$ cat config.mk
export PLATFORM = sky130hd
export DESIGN_NAME = bit_stuffer
export DESIGN_NICKNAME = d
export VERILOG_FILES = /design/src/rtl/bit_stuffer.sv
export SDC_FILE = /design/constraint.sdc
export NUM_CORES = 1
export LEC_CHECK = 0
export ABC_CLOCK_PERIOD_IN_PS = 2200
export CAP_MARGIN = 20
export CELL_PAD_IN_SITES_DETAIL_PLACEMENT = 0
export CELL_PAD_IN_SITES_GLOBAL_PLACEMENT = 1
export CORE_ASPECT_RATIO = 0.8
export CORE_MARGIN = 4
export CORE_UTILIZATION = 38
export DETAILED_ROUTE_END_ITERATION = 10
export GPL_ROUTABILITY_DRIVEN = 0
export HOLD_SLACK_MARGIN = 0.12
export PLACE_DENSITY = 0.74
export SETUP_SLACK_MARGIN = 0.4
export SLEW_MARGIN = 10
export SYNTH_ARGS = -nofsm -noshare
export SYNTH_HDL_FRONTEND = slang
export SYNTH_SLANG_ARGS = --single-unit
$ cat constraint.sdc
create_clock -name clk -period 2.2 [get_ports clk]
set_input_delay 0.44 -clock clk [delete_from_list [all_inputs] [get_ports clk]]
set_output_delay 0.44 -clock clk [all_outputs]
set_load 0.02 [all_outputs]
$ cat src/rtl/bit_stuffer.sv
//==============================================================================
// Module   : bit_stuffer
// Purpose  : Serial bit stuffer. Inserts a 0 after MAX_ONES consecutive 1s,
//            stalls the encoder while it inserts, and appends an EOP window.
// Revision : 1.0  initial release
//==============================================================================
`default_nettype none

module bit_stuffer #(
   parameter int MAX_ONES = 6,
   parameter int EOP_LEN  = 3
) (
   input  logic       clk,
   input  logic       rst,
   input  logic       start,
   input  logic       endr,
   input  logic       s_in,
   output logic       pause,
   output logic       out_bit,
   output logic       out_valid,
   output logic       out_stuffed,
   output logic       out_eop,
   output logic [7:0] stuff_cnt,
   output logic       proto_err
);

   localparam int OW = $clog2(MAX_ONES + 1);
   localparam int EW = (EOP_LEN > 1) ? $clog2(EOP_LEN) : 1;
   localparam logic [OW-1:0] c_MAX_ONES = OW'(MAX_ONES);
   localparam logic [EW-1:0] c_EOP_LAST = EW'(EOP_LEN - 1);

   typedef enum logic [1:0] {
      S_IDLE   = 2'd0,
      S_ACTIVE = 2'd1,
      S_STUFF  = 2'd2,
      S_EOP    = 2'd3
   } state_t;

   state_t        r_state;
   state_t        w_next;
   logic [OW-1:0] r_ones_cnt;
   logic [OW-1:0] w_ones_inc;
   logic [EW-1:0] r_eop_cnt;

   always_ff @(posedge clk) begin
      if (rst) r_state <= S_IDLE;
      else     r_state <= w_next;
   end

   always_comb begin
      w_next     = r_state;
      w_ones_inc = r_ones_cnt + OW'(1);
      case (r_state)
         S_IDLE:   if (start) w_next = S_ACTIVE;
         S_ACTIVE: begin
            if (endr)                                w_next = S_EOP;
            else if (s_in && w_ones_inc == c_MAX_ONES) w_next = S_STUFF;
         end
         // An owed stuff bit always goes out before the EOP window.
         S_STUFF:  w_next = endr ? S_EOP : S_ACTIVE;
         S_EOP:    if (r_eop_cnt == c_EOP_LAST) w_next = S_IDLE;
         default:  w_next = S_IDLE;
      endcase
   end

   assign pause = (r_state == S_STUFF) && !rst;

   always_ff @(posedge clk) begin
      if (rst) begin
         r_ones_cnt  <= '0;
         r_eop_cnt   <= '0;
         out_bit     <= 1'b0;
         out_valid   <= 1'b0;
         out_stuffed <= 1'b0;
         out_eop     <= 1'b0;
         stuff_cnt   <= 8'd0;
         proto_err   <= 1'b0;
      end else begin
         out_valid   <= 1'b0;
         out_stuffed <= 1'b0;
         out_eop     <= 1'b0;
         proto_err   <= start && (r_state != S_IDLE);
         case (r_state)
            S_IDLE: begin
               r_eop_cnt <= '0;
               if (start) begin
                  r_ones_cnt <= '0;
                  stuff_cnt  <= 8'd0;
               end
            end
            S_ACTIVE: begin
               if (endr) begin
                  r_eop_cnt <= '0;
               end else begin
                  out_bit    <= s_in;
                  out_valid  <= 1'b1;
                  r_ones_cnt <= s_in ? w_ones_inc : '0;
               end
            end
            S_STUFF: begin
               out_bit     <= 1'b0;
               out_valid   <= 1'b1;
               out_stuffed <= 1'b1;
               r_ones_cnt  <= '0;
               r_eop_cnt   <= '0;
               if (stuff_cnt != 8'hFF) stuff_cnt <= stuff_cnt + 8'd1;
            end
            S_EOP: begin
               out_eop   <= 1'b1;
               r_eop_cnt <= r_eop_cnt + EW'(1);
            end
            default: r_eop_cnt <= '0;
         endcase
      end
   end

endmodule

`default_nettype wire

### Word level (Yosys, flattened, before mapping)

Cells that the tools add are included.

| operators by class | value |
|---|---|
| add/subtract/negate cells | 3 |
| multipliers | 0 |
| divide/modulo/power cells | 0 |
| order comparisons | 0 |
| equal/unequal tests | 12 |
| shift-type cells | 0 |
| multiplexer cells | 21 |
| bitwise operators | 0 |
| reductions and logical operators | 14 |

Operator list:

| operator | number |
|---|---|
| 2-to-1 mux 8 bit | 2 |
| case mux 8 bit (2 select lines) | 1 |
| 2-to-1 mux 2 bit | 6 |
| 2-to-1 mux 3 bit | 3 |
| case mux 3 bit (3 select lines) | 1 |
| AND reduction 3 bit | 3 |
| adder 8 x 1 -> 8 bit, second input constant | 1 |
| != test 2 bit, second input constant | 4 |
| != test 8 bit, second input constant | 1 |
| case mux 2 bit (4 select lines) | 1 |
| == test 2 bit, second input constant | 3 |
| case mux 2 bit (3 select lines) | 1 |
| nonzero test 2 bit | 3 |
| 2-to-1 mux 1 bit | 4 |
| case mux 1 bit (2 select lines) | 2 |
| adder 3 x 1 -> 3 bit, second input constant | 1 |
| == test 3 bit, second input constant | 1 |
| logical AND 1 bit | 3 |
| != test 3 bit, second input constant | 1 |
| nonzero test 3 bit | 1 |
| adder 2 x 1 -> 2 bit, second input constant | 1 |
| == test 2 x 1 -> 1 bit, second input constant | 1 |
| logical NOT 2 bit | 1 |
| != test 2 x 1 -> 1 bit, second input constant | 1 |
| other kinds (3) | 3 |

| word-level totals | value |
|---|---|
| bits in registers | 20 |
| latch bits | 0 |
| memory bits (writable) | 0 |
| ROM bits | 0 |
| input port bits | 5 |
| output and inout bits | 14 |
| logic and storage cells | 59 |
| memories kept | 0 |

### Logic depth before layout (Yosys ltp)

| logic depth | value |
|---|---|
| word-level depth | 6 |
| mapped depth | 6 |
| mapped depth without buffers | 6 |

### Least setup slack after synthesis

Ideal clock, no wire load.

| timing path | value |
|---|---|
| path kind | register to output |
| start | register r_state[0] |
| end | output port pause |
| data arrival time | 1.375 ns |
| data required time | 1.760 ns |
| setup slack | 0.385 ns |
| stages on the path, launching flop included | 6 |
| path buffers | 1 |
| cells stage by stage | dfxtp_1 inv_1 ha_1 clkbuf_1 inv_1 nor2_1 |

| between the ends | value |
|---|---|
| longest elaborated chain between the ends | 2 |

Ends and longest elaborated chain:

| element | RTL line | text |
|---|---|---|
| start, declared | 39 | `state_t r_state;` |
| start signal, assigned | 47 | `else r_state <= w_next;` |
| == test 2 bit | 66 | `assign pause = (r_state == S_STUFF) && !rst;` |
| logical AND 1 bit | 66 |  |
| end, declared | 18 | `output logic pause,` |

Every way passes these cells.

### Worst setup path after layout

| timing path | value |
|---|---|
| start | register stuff_cnt[0] |
| end | register stuff_cnt[6] |

| between the ends | value |
|---|---|
| longest elaborated chain between the ends | 3 |
| elaborated cells on any way between the ends | 6 |
| classes of those cells | add/sub: 1; eq/ne: 2; mux: 2; reduce/logical: 1 |

Ends and longest elaborated chain:

| element | RTL line | text |
|---|---|---|
| start, declared | 23 | `output logic [7:0] stuff_cnt,` |
| start signal, assigned | 106 | `if (stuff_cnt != 8'hFF) stuff_cnt <= stuff_cnt + 8'd1;` |
| adder 8 x 1 -> 8 bit / != test 8 bit (equally long branches) | 106 |  |
| 2-to-1 mux 8 bit / != test 2 x 1 -> 1 bit (equally long branches) | n/a |  |
| case mux 8 bit (2 select lines) / AND reduction 3 bit (equally long branches) | n/a |  |

Parallel ways exist; a longest one is shown, timed or not. The select of a mux whose other input is x is not followed.
A chain may end at the register's enable or synchronous reset.

==> qor.csv <==
stage,metric,value,unit
outcome,status,completed,
finish,antenna_cells,0,
place,io_buffers,18,
grt,grt_first_pass_wirelength,4.36,mm
timing,setup_tns,0,ps
worst_setup_path,worstPathArrival,1970,ps
floorplan,die_w,67.5,um
cts,root_buffer,clkbuf_4,
cts,cts_tree,yes,
finish,fin_util,0.569,
worst_setup_path,crit_fanout,5,
worst_setup_path,path_delay_family,simple AND/OR/NAND/NOR gates,
grt,grt_pass1_vias,921,
worst_setup_path,max_stage_delay,520,ps
timing,max-slew-margin-rel,0.781,
routing,vias,994,
grt,antenna_found_initial,0,
synthesis,syn_area_per_cell,8.83,sq um
timing,slew_viol_final,0,
timing,whs,511,ps
cts,clock_sinks,20,
timing,fmax,578,MHz
worst_setup_path,end_kind,register,
routing,drt_iter0_markers,51,
routing,drc,0,
floorplan,start_util,0.417,
cts,clock_latency,310,ps
cts,cts.htree.levels,1,
grt,track_usage,0.149,
synthesis,ys_seq_area_frac,0.372,
synthesis,postSynthCellCount,122,
cts,cts_buffers,3,
routing,drt_wl_total,2.74,mm
worst_setup_path,path_buf_inv,0,
timing,finalSetupViolations,0,
finish,fin_area,1470,sq um
finish,drive_gt1_frac,0.197,
place,dp_hpwl,1.85,mm
worst_setup_path,slowest_stage,or4_1,
worst_setup_path,cp-start-kind,register,
grt,grt_start_max_net_pins,22,
finish,syn2layout_area_growth,36.5,%
power,power.leakage,0.617,nW
finish,stdcell_count,188,
floorplan,num_io_pins,19,
synthesis,netlist_area,1080,sq um
floorplan,coreArea,2580,sq um
worst_setup_path,cp.required,2440,ps
timing,max_slew.worst_pin.slew,328,ps
floorplan,rows,16,
timing,finalCritPeriodShare,0.786,
hold_path,hp-class,reg -> reg,
timing,hold_viol,0,
power,p_per_area,927,nW/um^2
floorplan,die-area,3760,sq um
power,power,1.36,mW
cts,cts.path.max_buffers,2,
timing,rsz0062_at_grt,false,
timing,finalWorstSetupSlack,471,ps
place,dp_slack,165,ps
synthesis,synth_seq_cells,20,
timing,fin_skew,13.4,ps
routing,dr.pass1.iters,6,
routing,ant_nets,0,
power,max-vdd-ir-drop,0.484,mV
synthesis,yosysUniqueCellTypes,39,
synthesis,ys_warn_count,0,
place,dpl_cell_area,1330,sq um
place,post-place-cells,178,
routing,routed_via_density,5.29,
finish,fillers,244,
timing,min_period,1730,ps
job,drv_cap,0,
routing,wire_per_inst,14.6,um
cts,cts.reportedPaths.clkPinSlew,130,ps
worst_setup_path,crit_type,reg -> reg,
worst_setup_path,worstPathCellList,ha_1 -> nand4_1 -> o211ai_2 -> or4_1 -> a21oi_1,
synthesis,syn-num-nets,136,
synthesis,yosysTopAreaCell,dfxtp_1,
floorplan,chipHeight,55.6,um
synthesis,synth_area_leaders,"dfxtp_1, ha_1, a21oi_1",
cts,cts_hold_repair.buffers,0,
synthesis,synth_top_area_frac,0.372,
grt,overflow,0,
finish,final_nets,167,
cells in the mapped netlist, drive strengths merged:
master / instances
a221oi: 1
nand2: 7
nor3b: 6
xnor2: 1
and2: 1
nor3: 2
mux2i: 2
a31o: 2
a32oi: 1
o221a: 1
inv: 10
ha: 9
or3: 1
o32ai: 2
o21ai: 6
or4: 2
a31oi: 1
dfxtp: 20
a21o: 1
nand4: 2
nor2b: 3
and2b: 1
o221ai: 1
nor2: 12
a311oi: 1
nand3b: 1
o211ai: 2
nand2b: 1
nand3: 4
o2111ai: 1
o21a: 3
nor4: 2
a21oi: 9
clkbuf: 1
buf: 2
report_power, final:
group | internal, mW | switching, mW | total [mW]
Clock | 0.101 | 0.123 | 0.224
Combinational | 0.336 | 0.363 | 0.698
Sequential | 0.408 | 0.0327 | 0.440
Total | 0.845 | 0.518 | 1.36
logic make-up (layout without fill, tap and decap cells):
logic type	after synthesis	after routing	synth area share
simple gates	45	45	0.240
compound gates	32	32	0.211
xor+xnor	1	1	0.00813
flops	20	20	0.372
buf+inv	13	43	0.0453
fa+ha+maj	9	9	0.105
mux	2	2	0.0186
layer usage:
metal,up-vias,wire (um),track usage,part of all wire
li1,503,-,-,-
met1,473,1400,0.217,0.51
met2,18,1230,0.211,0.45
met3,0,110,0.0545,0.040
met4,0,0,0.0260,0
met5,-,0,0,0
placed cells by master, fill, tap and decap left out, types with 2 or more instances in the layout:
master,instances
a21oi_1,9
a31o_1,2
buf_4,10
clkbuf_4,3
clkdlybuf4s50_1,9
dfxtp_1,16
dfxtp_2,3
dlygate4sd2_1,6
dlymetal6s2s_1,2
ha_1,7
ha_4,2
inv_1,9
mux2i_1,2
nand2_1,7
nand3_1,4
nor2_1,11
nor2b_1,2
nor3_1,2
nor3b_1,5
nor4_1,2
o21a_1,3
o21ai_0,4
o21ai_1,2
o32ai_1,2
or4_1,2
sequential cells by signal, summed over array words and instances (netlist names):
| signal | flops |
|---|---|
| stuff_cnt | 8 |
| r_ones_cnt | 3 |
| r_eop_cnt | 2 |
| r_state | 2 |
| out_bit | 1 |
| out_eop | 1 |
| out_stuffed | 1 |
| out_valid | 1 |
| proto_err | 1 |
repair_timing:
action,4_1_cts,5_1_grt
resized for setup,18,10
hold endpoints to repair,0,0
buffers inserted,2,4
pin swaps,1,5
setup endpoints to repair,17,12
final timing paths:
kind	endpoint	cells past startpoint	startpoint	slack (ps)
min reg2reg	r_eop_cnt[1]	2	r_eop_cnt[1]	510
min	r_eop_cnt[1]	2	r_eop_cnt[1]	510
max	stuff_cnt[6]	5	stuff_cnt[0]	470
max reg2reg	stuff_cnt[6]	5	stuff_cnt[0]	470
area by class of cell:
| cell class | instances | area, sq um | area share |
|---|---|---|---|
| multi-input combinational | 89 | 682 | 0.464 |
| timing repair buffer | 29 | 259 | 0.176 |
| inverter | 10 | 40.0 | 0.0272 |
| tap | 36 | 45.0 | 0.0306 |
| clock buffer | 4 | 36.3 | 0.0247 |
| sequential | 20 | 408 | 0.277 |
worst register-to-register path: stages, from the launching register on:
cell and delay [ps]:
dfxtp_1 380, ha_1 270, nand4_1 230, o211ai_2 140, or4_1 520, a21oi_1 130
No activity file was read; power rests on OpenSTA's default activity.
